$ cat src/rtl/mat_mul_ctrl_pkg.sv
// mat_mul_ctrl_pkg: FSM state encoding and error-cause codes shared by the mat_mul job sequencer.
package mat_mul_ctrl_pkg;
  localparam logic [2:0] S_IDLE    = 3'd0;
  localparam logic [2:0] S_LOAD_A  = 3'd1;
  localparam logic [2:0] S_LOAD_B  = 3'd2;
  localparam logic [2:0] S_START   = 3'd3;
  localparam logic [2:0] S_COMPUTE = 3'd4;
  localparam logic [2:0] S_DRAIN   = 3'd5;
  localparam logic [1:0] ERR_NONE    = 2'b00;
  localparam logic [1:0] ERR_SHORT   = 2'b01;
  localparam logic [1:0] ERR_LONG    = 2'b10;
  localparam logic [1:0] ERR_TIMEOUT = 2'b11;
endpackage

$ cat src/rtl/mat_mul_frame_chk.sv
// mat_mul_frame_chk: per-matrix beat counter with short/long frame detection on the tlast boundary.
module mat_mul_frame_chk
  import mat_mul_ctrl_pkg::*;
#(
  parameter int SIZE = 4
) (
  input  logic       s00_axi_aclk,
  input  logic       s00_axi_aresetn,
  input  logic       clr,
  input  logic       beat,
  input  logic       tlast,
  output logic       frame_ok,
  output logic [1:0] frame_err
);
  localparam int CW = SIZE > 1 ? $clog2(SIZE) : 1;
  logic [CW-1:0] cnt;
  logic at_end;
  assign at_end = cnt == CW'(SIZE - 1);
  always_ff @(posedge s00_axi_aclk or negedge s00_axi_aresetn) begin
    if (!s00_axi_aresetn) cnt <= '0;
    else if (clr) cnt <= '0;
    else if (beat) cnt <= cnt + 1'b1;
  end
  always_comb begin
    frame_ok  = beat && at_end && tlast;
    frame_err = !beat ? ERR_NONE :
                (tlast && !at_end) ? ERR_SHORT :
                (at_end && !tlast) ? ERR_LONG : ERR_NONE;
  end
endmodule

$ cat src/rtl/mat_mul_ctrl.sv
// mat_mul_ctrl: job sequencer for mat_mul -- frame-checked A/B load, start pulse, result tracking,
// sticky status, completion/error interrupt and performance counters for the AXI-Lite register block.
module mat_mul_ctrl
  import mat_mul_ctrl_pkg::*;
#(
  parameter int DIM_LOG   = 1,
  parameter int SIZE      = 2 ** (2 * DIM_LOG),
  parameter int CYC_WIDTH = 32,
  parameter int TIMEOUT   = 4096
) (
  input  logic                 s00_axi_aclk,
  input  logic                 s00_axi_aresetn,
  input  logic                 cmd_go,
  input  logic                 cmd_abort,
  input  logic                 up_tvalid,
  output logic                 up_tready,
  output logic                 acc_tvalid,
  input  logic                 acc_tready,
  input  logic                 in_tlast,
  input  logic                 out_tvalid,
  input  logic                 out_tready,
  input  logic                 out_tlast,
  output logic                 sel,
  output logic                 start,
  output logic                 busy,
  output logic                 done,
  output logic                 err,
  output logic [1:0]           err_code,
  output logic                 irq,
  output logic [CYC_WIDTH-1:0] cycle_cnt,
  output logic [15:0]          job_cnt
);
  localparam int TW = TIMEOUT > 1 ? $clog2(TIMEOUT) : 1;
  logic [2:0] state, nxt;
  logic load, beat, frame_ok, go_ok, abort_ok, timeout, fin;
  logic [1:0] frame_err, ecode;
  logic [TW-1:0] tmr;
  logic [CYC_WIDTH-1:0] cyc;
  assign load       = state == S_LOAD_A || state == S_LOAD_B;
  assign acc_tvalid = up_tvalid & load;
  assign up_tready  = acc_tready & load;
  assign beat       = acc_tvalid & acc_tready;
  // any state change restarts the beat count, which covers entry to both LOAD states
  mat_mul_frame_chk #(.SIZE(SIZE)) u_frame_chk (
    .s00_axi_aclk   (s00_axi_aclk),
    .s00_axi_aresetn(s00_axi_aresetn),
    .clr            (nxt != state),
    .beat           (beat),
    .tlast          (in_tlast),
    .frame_ok       (frame_ok),
    .frame_err      (frame_err)
  );
  always_comb begin
    go_ok    = cmd_go && !cmd_abort && state == S_IDLE;
    abort_ok = cmd_abort && state != S_IDLE;
    timeout  = state == S_COMPUTE && !out_tvalid && tmr == TW'(TIMEOUT - 1);
    fin      = !abort_ok && out_tvalid && out_tready && out_tlast &&
               (state == S_COMPUTE || state == S_DRAIN);
    ecode    = abort_ok ? ERR_NONE : frame_err != ERR_NONE ? frame_err :
               timeout ? ERR_TIMEOUT : ERR_NONE;
    case (state)
      S_IDLE:    nxt = go_ok ? S_LOAD_A : S_IDLE;
      S_LOAD_A:  nxt = frame_ok ? S_LOAD_B : S_LOAD_A;
      S_LOAD_B:  nxt = frame_ok ? S_START : S_LOAD_B;
      S_START:   nxt = S_COMPUTE;
      S_COMPUTE: nxt = out_tvalid ? S_DRAIN : S_COMPUTE;
      S_DRAIN:   nxt = S_DRAIN;
      default:   nxt = S_IDLE;
    endcase
    if (abort_ok || ecode != ERR_NONE || fin) nxt = S_IDLE;
  end
  always_ff @(posedge s00_axi_aclk or negedge s00_axi_aresetn) begin
    if (!s00_axi_aresetn) begin
      state     <= S_IDLE;
      sel       <= 1'b0;
      start     <= 1'b0;
      busy      <= 1'b0;
      done      <= 1'b0;
      err       <= 1'b0;
      err_code  <= ERR_NONE;
      irq       <= 1'b0;
      tmr       <= '0;
      cyc       <= '0;
      cycle_cnt <= '0;
      job_cnt   <= '0;
    end else begin
      state <= nxt;
      busy  <= nxt != S_IDLE;
      sel   <= nxt != S_IDLE && nxt != S_LOAD_A;
      start <= nxt == S_START;
      irq   <= fin || ecode != ERR_NONE;
      tmr   <= state == S_COMPUTE ? tmr + 1'b1 : '0;
      if (go_ok) begin
        done     <= 1'b0;
        err      <= 1'b0;
        err_code <= ERR_NONE;
        cyc      <= '0;
      end else if (state != S_IDLE && cyc != '1) cyc <= cyc + 1'b1;
      // the final result beat cycle itself is part of the job
      if (fin) begin
        done      <= 1'b1;
        job_cnt   <= job_cnt + 1'b1;
        cycle_cnt <= cyc == '1 ? cyc : cyc + 1'b1;
      end
      if (ecode != ERR_NONE) begin
        err      <= 1'b1;
        err_code <= ecode;
      end
    end
  end
endmodule

$ cat config.mk
export PLATFORM = sky130hd
export DESIGN_NAME = mat_mul_ctrl
export DESIGN_NICKNAME = d
export VERILOG_FILES = /design/src/rtl/mat_mul_ctrl_pkg.sv /design/src/rtl/mat_mul_frame_chk.sv /design/src/rtl/mat_mul_ctrl.sv
export SDC_FILE = /design/constraint.sdc
export NUM_CORES = 1
export LEC_CHECK = 0
export CAP_MARGIN = 20
export CORE_MARGIN = 3
export CORE_UTILIZATION = 45
export CTS_BUF_LIST = sky130_fd_sc_hd__clkbuf_4
export DETAILED_ROUTE_END_ITERATION = 6
export DONT_BUFFER_PORTS = 1
export GPL_ROUTABILITY_DRIVEN = 1
export PLACE_DENSITY = 0.69
export RECOVER_POWER = 100
export SLEW_MARGIN = 25
export SYNTH_ARGS = -nofsm -noshare
export SYNTH_HDL_FRONTEND = slang
export SYNTH_SLANG_ARGS = --single-unit
$ cat constraint.sdc
create_clock -name s00_axi_aclk -period 2.96 [get_ports s00_axi_aclk]
set_clock_uncertainty 0.15 [all_clocks]
set_input_delay 0.592 -clock s00_axi_aclk [delete_from_list [all_inputs] [get_ports s00_axi_aclk]]
set_output_delay 0.592 -clock s00_axi_aclk [all_outputs]
set_load 0.05 [all_outputs]
==> results.toml <==
[yosys]
synth_async_sr_flop_share = 1.000
post-synth-top-area-cell = "dfrtp_1"
synth.net_count = 562
synth_cell_types = 57
netlist_area_sq_mm = 0.005354
synth_seq_area_share = 0.4908
synth_seq_cells = 105
synth.top_cells.by_area = "dfrtp_1 (49%), xor2_1 (4.6%), xnor2_1 (4.3%)"
post_synth.cell_area_avg_sq_um = 9.770
yosysWarnings = 0
synth-edff-count = 0
post-synth-top-area-fraction = 0.4908
synth_ff_type = "dfrtp_1"
netlist_instances = 548

[drt]
route.vias.total = 4117
wirelength_microns = 12110
drt_pre_antenna_iters = 5
drt-vias-per-instance = 5.915
detail_route.drc_violations = 0
ant_nets = 0
drt_iter0_markers = 317
per_cell_routed_wire_length_microns = 17.41

[floorplanning]
floorplan.die.height_microns = 115.1
width_of_the_chip_microns = 115.1
ios = 68
std_cell_rows = 39
floorplan.die_area_sq_mm = 0.01324
core_region_area_sq_mm = 0.01152
start_util = 0.4649

[status]
outcome = "finished, violations left"
violated_checks = "hold timing"

[global_route]
grt-ovfl-total = 0
via_count_of_the_first_global_routing_pass = 4107
grt_first_pass_wirelength_microns = 20530
largest_net_degree_at_the_start_of_global_routing = 106
initial_antenna_violation_count = 0
met1_usage = 0.2581
busiest_layer = "met2"
met3_usage = 0.04526
grt.met2_usage = 0.3090
globalRouteTotalUtil = 0.1914

[setup_path]
worst_setup_path_start_kind = "flip-flop"
critical-path-max-stage-delay_ns = 0.65
critPathArrivalTime_ns = 2.80
timing.critical_path.from = "cyc[0]$_DFFE_PN0P_"
critical_path_class = "flip-flop to flip-flop"
critical_path.reg2reg.startpoint = "cyc[0]$_DFFE_PN0P_"
path_cells = "ha_1, inv_1, or4_1, or3_2, xnor2_1, o21ai_0"
slowest_stage = "or4_1"
timing.critical_path.required_ns = 3.13
worstSetupEndpointType = "flip-flop"
timing.critical_path.fanout_max = 6

[placed_design]
numPortBuffers = 0
place_congestion = 0.8835
worst_slack_placed_ns = 0.3883
detailed_place_hpwl_microns = 8305
placed_cell_area_sq_mm = 0.005535

[cts]
clk_pin_slew_worst_paths_ns = 0.16
cts_tree = "yes"
cts-buffers-inserted = 9
h_tree_lvls = 3
cts.sink_count = 105
cts_resized = 0
clock_path_buffers = 2
postCtsSetupRepairBufs = 0
clk-insertion-delay-late_ns = 0.46
cts-root-buf = "clkbuf_4"

[timing]
rsz_0062_raised_after_global_routing = "no"
setup_total_negative_slack_ns = 0
slew_viol_final = 0
period_share = 0.8906
final-hold-violation-count = 105
period_minus_slack_ns = 2.636
achievable-frequency_ghz = 0.3793
setup_viol = 0
minimum_hold_slack_ns = -0.3501
timing_worst_slew_pin_value_ns = 0.7820
worst_slack_ns = 0.3239
slew_headroom = 0.4786

[layout]
layout.area.seq_sq_mm = 0.002628
antennaDiodeCount = 0
fill_cells = 1063
layout-drive-gt1-share = 0.08680
multi_input_comb_area_sq_mm = 0.002545
finish.net_count = 562
postLayoutCellArea_sq_mm = 0.005673
syn2layout_area_growth_pct = 5.959

[flow_run]
max-cap-violations = 0

[power]
finalPower_w = 0.003324
power.density_mw_per_mm2 = 586.0
worst_ir_drop_vdd_mv = 0.3662
total_leakage_power_nw = 2.470

[worst_hold_path]
timing.hold.worst.class = "primary input to asynchronous set/reset pin"
-- worst paths after layout --
kind                       slack, ns  cells after the start                  endpoint
max                             0.32                      6  cycle_cnt[0]$_DFFE_PN0P_
min                            -0.35                      0   err_code[1]$_DFFE_PN0P_
max reg2reg                     0.32                      6  cycle_cnt[0]$_DFFE_PN0P_
min reg2reg                     0.33                      1          tmr[0]$_DFF_PN0_
max in group asynchronous       2.87                      0       cyc[22]$_DFFE_PN0P_
min in group s00_axi_aclk       0.16                      2        state[1]$_DFF_PN0_
-- logic make-up (layout without fill, tap and decap cells) --
kind of cell    Yosys count  in the layout  synth area share
compound gates           86             86            0.1059
xor+xnor                 54             54           0.08834
fa+ha+maj                 4              4          0.009348
buf+inv                  38             43           0.03669
flops                   105            105            0.4908
mux                      11             11           0.02080
simple gates            250            250            0.2482
-- critical path, delay by kind of cell (launching register included) --
kind | cells | cell delay [ns]
adders and majority gates | 1 | 0.32
and+or+nand+nor | 2 | 1.18
xor gates and xnor gates | 1 | 0.14
buffers and inverters | 1 | 0.14
AOI/OAI and AO/OA | 1 | 0.08
DFF | 1 | 0.49
-- layout by cell type (no fill, tap or decap), types with 11 or more instances in the layout --
cell type  instances
xnor2_1           26
a21oi_1           30
dfrtp_1          105
nand4_1           22
o21ai_0           11
nand3_1           30
nor2_1            57
and3_1            14
nand2_1           55
xor2_1            28
nor3_1            11
-- registers in the layout, indices dropped and copies added, names as in the netlist --
register	flops
done	1
tmr	12
busy	1
state	3
cyc	32
u_frame_chk.cnt	2
err	1
sel	1
err_code	2
cycle_cnt	32
irq	1
job_cnt	16
start	1
-- where the power goes --
group | internal, W | switching (W) | leakage, nW
logic | 0.000207 | 0.000404 | 0.925
registers | 0.00154 | 0.000293 | 1.45
clock network | 0.000421 | 0.000459 | 0.0971
-- area by class of cell --
class / instances / share of cell area
clock buffers: 9 / 0.01191
clock inverters: 7 / 0.01919
inverters: 5 / 0.003308
multi-input cells: 405 / 0.4486
flip-flops and latches: 105 / 0.4632
well taps: 143 / 0.03154
repair buffers: 22 / 0.02228
-- cell usage after synthesis, drive strengths merged, types with 2 or more instances --
cell,count
a211o,5
a21oi,31
a31o,2
a31oi,5
a32o,2
and2,7
and3,14
and4,9
buf,18
clkbuf,15
dfrtp,105
ha,4
inv,5
mux2i,10
nand2,55
nand2b,4
nand3,32
nand3b,2
nand4,24
nor2,57
nor2b,2
nor3,12
nor3b,4
nor4,10
o211ai,7
o21a,2
o21ai,11
o311ai,5
o31ai,7
o41ai,3
or3,5
or4,7
xnor2,26
xor2,28
-- metal layers --
metal	share of wire	vias to the layer above
met4	0.012	0
met2	0.48	111
met5	0	-
li1	-	1957
met3	0.060	15
met1	0.45	2034
-- stage by stage --
stage	util	std cells
final	0.4926	696
after global routing	0.4926	696
after floorplan	-	548
after detailed placement	0.4807	680
after global placement	0.4807	680
after CTS	0.4960	696
No activity file was read; power rests on OpenSTA's default activity.
